**src/rtl/gol_step_ctrl.sv**
```systemverilog
// gol_step_ctrl
// Computes one Game of Life generation (B3/S23, dead borders) over a byte-per-cell
// grid held in on-chip memory, or zero-fills the result region on request.
//
// Ports
//   clk_clk, reset_reset_n          : clock, asynchronous active-low reset
//   start_i, initialize_i           : command PIO levels; a rising edge launches a command
//   soft_reset_i                    : abort to IDLE while high
//   start_address_i, result_address_i : source / result base (low ADDR_W bits used)
//   rows_i, columns_i               : grid geometry, sampled when a command is accepted
//   completed_o                     : high in DONE
//   mem_*                           : s2 port of the on-chip memory
//
// Handshake: the s2 port has no backpressure. A read is issued by chipselect=1,
// write=0 and its data is taken exactly RD_LAT cycles later. A write is a single
// cycle with chipselect=1, write=1.
//
// ADDR_W must be below 16 (the upper base-address bits are discarded).
module gol_step_ctrl #(
  parameter int ADDR_W = 12,
  parameter int DATA_W = 8,
  parameter int RD_LAT = 1
) (
  input  logic              clk_clk,
  input  logic              reset_reset_n,
  input  logic              start_i,
  input  logic              initialize_i,
  input  logic              soft_reset_i,
  input  logic [15:0]       start_address_i,
  input  logic [15:0]       result_address_i,
  input  logic [7:0]        rows_i,
  input  logic [7:0]        columns_i,
  output logic              completed_o,
  output logic [ADDR_W-1:0] mem_address_o,
  output logic              mem_chipselect_o,
  output logic              mem_clken_o,
  output logic              mem_write_o,
  output logic [DATA_W-1:0] mem_writedata_o,
  input  logic [DATA_W-1:0] mem_readdata_i
);

  typedef enum logic [2:0] {
    S_IDLE  = 3'd0,
    S_READ  = 3'd1,
    S_DRAIN = 3'd2,
    S_WRITE = 3'd3,
    S_CLEAR = 3'd4,
    S_DONE  = 3'd5
  } state_t;

  state_t state_q, state_d;

  // command edge detection
  logic start_prev_q, init_prev_q;
  logic start_edge, init_edge, can_accept, accept_init, accept_start, accept_any;

  // geometry latched at command acceptance
  logic [ADDR_W-1:0] src_q, res_q;
  logic [7:0]        rows_q, cols_q;
  logic              empty_q;

  // scan position: row/column, linear offset r*C+c, neighbour slot (sr,sc)
  logic [7:0]  row_q, col_q;
  logic [15:0] lin_q;
  logic [1:0]  sr_q, sc_q;
  logic [1:0]  drain_q;

  // read-return pipeline: one entry per issued slot
  logic [RD_LAT-1:0] pv_q, pg_q, pc_q;

  logic [3:0] nb_cnt_q;
  logic       alive_q;

  logic              last_slot, last_cell, row_ok, col_ok, in_grid, issue, next_val;
  logic [ADDR_W-1:0] cols_a, row_off, col_off, nb_addr, res_addr;
  logic              unused_addr_bits;

  assign unused_addr_bits = ^{start_address_i[15:ADDR_W], result_address_i[15:ADDR_W]};

  assign start_edge   = start_i & ~start_prev_q;
  assign init_edge    = initialize_i & ~init_prev_q;
  assign can_accept   = (state_q == S_IDLE) || (state_q == S_DONE);
  // initialize wins over a simultaneous start
  assign accept_init  = can_accept & init_edge & ~soft_reset_i;
  assign accept_start = can_accept & start_edge & ~init_edge & ~soft_reset_i;
  assign accept_any   = accept_init | accept_start;

  assign last_slot = (sr_q == 2'd2) && (sc_q == 2'd2);
  assign last_cell = (row_q == rows_q - 8'd1) && (col_q == cols_q - 8'd1);

  // slot (sr,sc) maps to (dr,dc) = (sr-1, sc-1)
  always_comb begin
    row_ok = 1'b1;
    col_ok = 1'b1;
    if (sr_q == 2'd0) row_ok = (row_q != 8'd0);
    if (sr_q == 2'd2) row_ok = (row_q != rows_q - 8'd1);
    if (sc_q == 2'd0) col_ok = (col_q != 8'd0);
    if (sc_q == 2'd2) col_ok = (col_q != cols_q - 8'd1);
  end
  assign in_grid = row_ok & col_ok;

  // neighbour address = src + r*C + c + dr*C + dc, all modulo 2^ADDR_W
  assign cols_a  = ADDR_W'(cols_q);
  assign row_off = (sr_q == 2'd0) ? -cols_a : (sr_q == 2'd2) ? cols_a : '0;
  assign col_off = (sc_q == 2'd0) ? '1 : (sc_q == 2'd2) ? ADDR_W'(1) : '0;
  assign nb_addr  = src_q + ADDR_W'(lin_q) + row_off + col_off;
  assign res_addr = res_q + ADDR_W'(lin_q);

  // out-of-grid slots still enter the pipeline so spacing is uniform
  assign issue    = (state_q == S_READ) && !empty_q;
  assign next_val = (nb_cnt_q == 4'd3) | (alive_q & (nb_cnt_q == 4'd2));

  always_ff @(posedge clk_clk or negedge reset_reset_n) begin
    if (!reset_reset_n) state_q <= S_IDLE;
    else                state_q <= state_d;
  end

  always_comb begin
    state_d          = state_q;
    completed_o      = 1'b0;
    mem_address_o    = '0;
    mem_chipselect_o = 1'b0;
    mem_clken_o      = 1'b0;
    mem_write_o      = 1'b0;
    mem_writedata_o  = '0;
    case (state_q)
      S_IDLE: begin
        if (accept_init)       state_d = S_CLEAR;
        else if (accept_start) state_d = S_READ;
      end
      S_DONE: begin
        mem_clken_o = 1'b1;
        completed_o = 1'b1;
        if (accept_init)       state_d = S_CLEAR;
        else if (accept_start) state_d = S_READ;
      end
      S_READ: begin
        mem_clken_o = 1'b1;
        if (empty_q) begin
          state_d = S_DONE;
        end else begin
          mem_chipselect_o = in_grid;
          mem_address_o    = nb_addr;
          if (last_slot) state_d = S_DRAIN;
        end
      end
      S_DRAIN: begin
        mem_clken_o = 1'b1;
        if (drain_q == 2'(RD_LAT - 1)) state_d = S_WRITE;
      end
      S_WRITE: begin
        mem_clken_o      = 1'b1;
        mem_chipselect_o = 1'b1;
        mem_write_o      = 1'b1;
        mem_address_o    = res_addr;
        mem_writedata_o  = {{(DATA_W-1){1'b0}}, next_val};
        state_d          = last_cell ? S_DONE : S_READ;
      end
      S_CLEAR: begin
        mem_clken_o = 1'b1;
        if (empty_q) begin
          state_d = S_DONE;
        end else begin
          mem_chipselect_o = 1'b1;
          mem_write_o      = 1'b1;
          mem_address_o    = res_addr;
          if (last_cell) state_d = S_DONE;
        end
      end
      default: state_d = S_IDLE;
    endcase
    if (soft_reset_i) begin
      state_d     = S_IDLE;
      completed_o = 1'b0;
    end
  end

  always_ff @(posedge clk_clk or negedge reset_reset_n) begin
    if (!reset_reset_n) begin
      start_prev_q <= 1'b0;
      init_prev_q  <= 1'b0;
      src_q        <= '0;
      res_q        <= '0;
      rows_q       <= '0;
      cols_q       <= '0;
      empty_q      <= 1'b0;
      row_q        <= '0;
      col_q        <= '0;
      lin_q        <= '0;
      sr_q         <= '0;
      sc_q         <= '0;
      drain_q      <= '0;
      pv_q         <= '0;
      pg_q         <= '0;
      pc_q         <= '0;
      nb_cnt_q     <= '0;
      alive_q      <= 1'b0;
    end else begin
      start_prev_q <= start_i;
      init_prev_q  <= initialize_i;

      for (int i = 1; i < RD_LAT; i++) begin
        pv_q[i] <= pv_q[i-1];
        pg_q[i] <= pg_q[i-1];
        pc_q[i] <= pc_q[i-1];
      end
      pv_q[0] <= issue;
      pg_q[0] <= in_grid;
      pc_q[0] <= (sr_q == 2'd1) && (sc_q == 2'd1);
      if (soft_reset_i) pv_q <= '0;

      // returning data is valid exactly RD_LAT cycles after its slot
      if (pv_q[RD_LAT-1]) begin
        if (pc_q[RD_LAT-1])
          alive_q <= (mem_readdata_i != '0);
        else if (pg_q[RD_LAT-1] && (mem_readdata_i != '0))
          nb_cnt_q <= nb_cnt_q + 4'd1;
      end

      if (accept_any) begin
        src_q    <= start_address_i[ADDR_W-1:0];
        res_q    <= result_address_i[ADDR_W-1:0];
        rows_q   <= rows_i;
        cols_q   <= columns_i;
        empty_q  <= (rows_i == 8'd0) || (columns_i == 8'd0);
        row_q    <= '0;
        col_q    <= '0;
        lin_q    <= '0;
        sr_q     <= '0;
        sc_q     <= '0;
        drain_q  <= '0;
        nb_cnt_q <= '0;
        alive_q  <= 1'b0;
      end else begin
        case (state_q)
          S_READ: begin
            if (!empty_q) begin
              if (last_slot) begin
                sr_q    <= '0;
                sc_q    <= '0;
                drain_q <= '0;
              end else if (sc_q == 2'd2) begin
                sc_q <= '0;
                sr_q <= sr_q + 2'd1;
              end else begin
                sc_q <= sc_q + 2'd1;
              end
            end
          end
          S_DRAIN: drain_q <= drain_q + 2'd1;
          S_WRITE, S_CLEAR: begin
            if (!empty_q) begin
              if (col_q == cols_q - 8'd1) begin
                col_q <= '0;
                row_q <= row_q + 8'd1;
              end else begin
                col_q <= col_q + 8'd1;
              end
              lin_q <= lin_q + 16'd1;
            end
            if (state_q == S_WRITE) begin
              nb_cnt_q <= '0;
              alive_q  <= 1'b0;
            end
          end
          default: ;
        endcase
      end
    end
  end

endmodule

```
**config.mk**
```make
export PLATFORM = sky130hd
export DESIGN_NAME = gol_step_ctrl
export DESIGN_NICKNAME = d
export VERILOG_FILES = /design/src/rtl/gol_step_ctrl.sv
export SDC_FILE = /design/constraint.sdc
export NUM_CORES = 1
export LEC_CHECK = 0
export CAP_MARGIN = 40
export CORE_ASPECT_RATIO = 2
export CORE_UTILIZATION = 40
export DETAILED_ROUTE_END_ITERATION = 10
export PLACE_DENSITY_LB_ADDON = 0.3
export SLEW_MARGIN = 30
export SYNTH_ARGS = -nofsm -noshare
export SYNTH_HDL_FRONTEND = slang
export SYNTH_SLANG_ARGS = --single-unit
```
**constraint.sdc**
```tcl
create_clock -name clk_clk -period 7.63 [get_ports clk_clk]
set_clock_uncertainty 0.2 [all_clocks]
set_input_delay 1.9075 -clock clk_clk [delete_from_list [all_inputs] [get_ports clk_clk]]
set_output_delay 1.9075 -clock clk_clk [all_outputs]
set_load 0.1 [all_outputs]
```
==> Word-level counts from Yosys, hierarchy flattened <==
Index checks and enable logic that the tools add are counted.
{ "op_classes": {"add_sub_neg": 14, "eq_ne": 22, "bitwise": 15, "n_mux": 66, "reduce_logical": 31} }
{ "ops": {"columns": ["op", "count"], "rows": [
  ["$mux W8", 9],
  ["$add A12 B12 Y12", 4],
  ["$mux W12", 4],
  ["$mux W16", 3],
  ["$pmux W12 S3", 1],
  ["$mux W3", 9],
  ["$mux W2", 13],
  ["$mux W4", 6],
  ["$reduce_bool A8 Y1", 3],
  ["$mux W1", 17],
  ["$add A16 B1 Y16 const B", 1],
  ["$add A8 B1 Y8 const B", 2],
  ["$eq A8 B8 Y1", 2],
  ["$logic_not A8 Y1", 2],
  ["$ne A8 B8 Y1", 2],
  ["$sub A8 B1 Y8 const B", 2],
  ["$pmux W3 S5", 1],
  ["$neg A8 Y12", 1],
  ["$and A1 B1 Y1", 9],
  ["$ne A3 B3 Y1 const B", 3],
  ["$reduce_and A3 Y1", 3],
  ["$eq A4 B2 Y1 const B", 2],
  ["$ne A4 B4 Y1 const B", 2],
  ["$add A2 B1 Y2 const B", 3],
  ["other kinds (24)", 44]
]} }
{ "word_totals": {"out_inout_bits": 24, "wordCells": 167, "register_bits": 92} }

==> Logic depth before layout (Yosys ltp) <==
{ "depth": {"ltp_word": 9, "ltp_mapped": 16} }

==> Worst setup path before layout <==
No wires, ideal clock.
{ "synth_path": {"kind": "register to output", "startpoint": "reg cols_q[3]", "endpoint": "out mem_address_o[11]", "arrival_ns": 5.434, "path_slack_ns": 0.088, "path_stages_with_launch": 14, "required_ns": 5.523, "path_buffers": 1, "cell_sequence": "dfrtp_1 -> clkbuf_1 -> or3_1 -> or3b_2 -> o31ai_1 -> inv_1 -> fa_1 -> fa_1 -> ha_1 -> a21o_1 -> a21o_1 -> a221oi_1 -> xnor2_1 -> o22ai_1"} }
{ "synth_between": {"elab_chain_cells": 6, "elab_cells_between_ends": 7, "classes_between": "add/sub: 3; mux: 4"} }
{ "synth_lines": {"columns": ["element", "line", "rtl"], "rows": [
  ["from (decl)", "59", "logic [7:0] rows_q, cols_q;"],
  ["from (signal assigned)", "224", "cols_q <= columns_i;"],
  ["$neg A8 Y12 or $mux W8 (tied branches)", "104", "assign row_off = (sr_q == 2'd0) ? -cols_a : (sr_q == 2'd2) ? cols_a : '0;"],
  ["$mux W12 *", "104", null],
  ["$add A12 B12 Y12 * (2 in series)", "106", "assign nb_addr = src_q + ADDR_W'(lin_q) + row_off + col_off;"],
  ["$mux W12 *", "139", "if (empty_q) begin"],
  ["$pmux W12 S3 *", "126", "case (state_q)"],
  ["to (decl)", "34", "output logic [ADDR_W-1:0] mem_address_o,"]
]} }
Every way passes the cells marked *; elsewhere a longest branch is shown, timed or not.

==> Worst setup path after layout <==
Same ends and word-level chain as after synthesis.

==> run metrics <==
Initial Utilization=0.413; drt pass-1 iters=4; drc violations=0; CP max stage delay=550 ps; Final Setup Violations=0; Post-Synthesis Cells=732; Post-Route WL=between 15,000 and 20,000 um; DP HPWL=12,400 um; GR Util met3=0.0215; EDFF count, synth=0; # diodes=0; setup tns final=0 ps; Max Buffers Root-to-Sink=2; antenna viol nets, final=0; share of the synthesized area in the top cell type=0.347; Tmin final=7100 ps; delay-heaviest family, CP=adder cells; GP Congestion=around 0.83; Avg Cell Area, Syn=between 8 and 9 um2; total grt overflow=0; Ports=85; critical path peak fanout=10; clock sinks=just under 90; CP Launch Type=flip-flop; cells traversed along the worst timing path=or3_1 -> or3b_2 -> o31ai_1 -> inv_1 -> fa_1 -> fa_1 -> ha_1 -> a21o_1 -> a21o_1 -> a221oi_1 -> xnor2_1 -> o22ai_1 -> buf_4; final net count=between 900 and 1,000; via/cell ratio=5.39; kind of critical path=reg -> out; setup bufs post-CTS=0; placed cell areas=7270 um2; crit path from=cols_q[3]; commonest non-fill, non-tap cell in the layout=nand2_1; Peak Freq=between 100 and 150 MHz; fin area=7600 um2; met1 global-route usage=0.201; Die Y=roughly 180 um; GR Util All Layers=0.210; share of cells above drive strength 1=0.0761; Post-Syn Area=6350 um2; row count=64; # H-tree levels=3; TritonCTS Buffers=9; Routed wire per std cell=16.2 um; Core Area=~15,000 um2; Die X=91.1 um; Seq/Total Area, Yosys=0.347; total die area=about 16,000 um2; CTS root buffer=clkbuf_16; commonest non-fill, non-tap cells in the layout=138 x nand2_1, 88 x dfrtp_1, 58 x clkdlybuf4s50_1; CP Capture Type=output pin; Most used DFF post-synth=dfrtp_1; area delta synth->final=19.8%; Max-slew headroom=0.440; fill count=1,516; WP data required=between 5000 and 6000 ps; WHS=281 ps; PnR worst setup slack=531 ps; Period Utilization, post-route=0.930; largest net degree at the start of global routing=78; Worst Path Buf+Inv=2; vias in the first global route=5,577; total number of vias=~5,400; DRT iter0 DRCs=266; Buffers on Ports=69; Clk Latency, worst-skew pair=350 ps; Hold Buf Count CTS=0; Min-Delay Path Class=reg -> reg; fraction of registers with async set/reset=1.00; synth top area cells=dfrtp_1 35%, nand2_1 8.2%, fa_1 7.3%, ha_1 6.3%, xnor2_1 5.2%; Syn. warnings=0; Critical Path AT=4990 ps; CP max-delay cell=or3b_2; post-synthesis cell type count=65; initial antenna violation count=0; first-pass GRT wire length=around 27,000 um; Slew Limit Fails=0; pre-CTS setup slack=894 ps; grt peak-use layer=met2; clock transition at the registers of the reported paths=70 ps; met2 Resource Use GR=0.412; max_cap viols=0; outcome=completed; Hold Crit Start=res_q[3]; cell taking the most area after synthesis=dfrtp_1; final hold vios=0; worst-margin pin slew=about 840 ps; CTS tree=done; RSZ-0062 raised after global routing=false; Critical R2R Launch=state_q[2]; FF+latch count, synth=88; post_cts resized=0
==> cell type report <==
| type | count | area (um2) | area share |
|---|---|---|---|
| multi-input cells | 560 | 3800 | 0.500 |
| flip-flops and latches | 88 | 2200 | 0.290 |
| repair buffers | 83 | 841 | 0.111 |
| well taps | 198 | 248 | 0.0326 |
| clock buffers | 9 | 225 | 0.0296 |
| inverters | 55 | 206 | 0.0271 |
| clock inverters | 7 | 80.1 | 0.0105 |
==> stage by stage <==
stage | utilization | cells
3_3_place_gp | 0.466 | 976
5_1_grt | 0.495 | 1000
2_1_floorplan | - | 738
6_report | 0.495 | 1000
3_5_place_dp | 0.473 | 983
4_1_cts | 0.493 | 999
==> cells by family (layout without fill, tap and decap cells) <==
logic type / after synthesis / in the layout / synth area share
AO/OA/AOI/OAI: 139 / 139 / 0.148
XOR/XNOR: 61 / 61 / 0.0853
adder cells (fa/ha/maj): 55 / 55 / 0.136
buffers and inverters: 90 / 154 / 0.0587
flip-flops: 88 / 88 / 0.347
multiplexers: 5 / 5 / 0.00788
other: 1 / 7 / 0.000591
AND/OR/NAND/NOR: 293 / 293 / 0.218
==> tightest hold or removal path, cell delays in order (launching register included) <==
cell	delay, ps
dfrtp_1	350
nand2_1	50
nand2_1	50
==> cell usage after synthesis (16+ instances only) <==
master and count:
xnor2_1 38, a21oi_1 37, inv_1 55, xor2_1 22, nor2_1 48, o21ai_0 29, nand2_1 138, fa_1 23
nor3_1 16, ha_1 32, clkbuf_1 21, dfrtp_1 88
==> flip-flops by register name (all words and copies together) (netlist names), 2 cells and up <==
signal    count
res_q        12
sr_q          2
drain_q       2
nb_cnt_q      4
lin_q        12
sc_q          2
state_q       3
rows_q        8
cols_q        8
row_q         8
col_q         8
src_q        12
==> final timing paths <==
check	to	slack, ps	depth (start not counted)
setup / recovery	mem_address_o[11]	530	13
hold / removal	res_q[3]	280	2
setup reg to reg	lin_q[7]	4360	7
hold reg to reg	res_q[3]	280	2
max in group asynchronous	sr_q[0]	5070	3
min in group asynchronous	lin_q[11]	1290	1
==> layer usage <==
| metal | up-vias | share of wire |
|---|---|---|
| li1 | 2625 | - |
| met1 | 2606 | 0.36 |
| met2 | 113 | 0.56 |
| met3 | 46 | 0.024 |
| met4 | 0 | 0.060 |
| met5 | - | 0 |
Power is left out: the tool's default activity adds up to more than one toggle a clock period on the data nets, which glitch-free logic cannot reach.
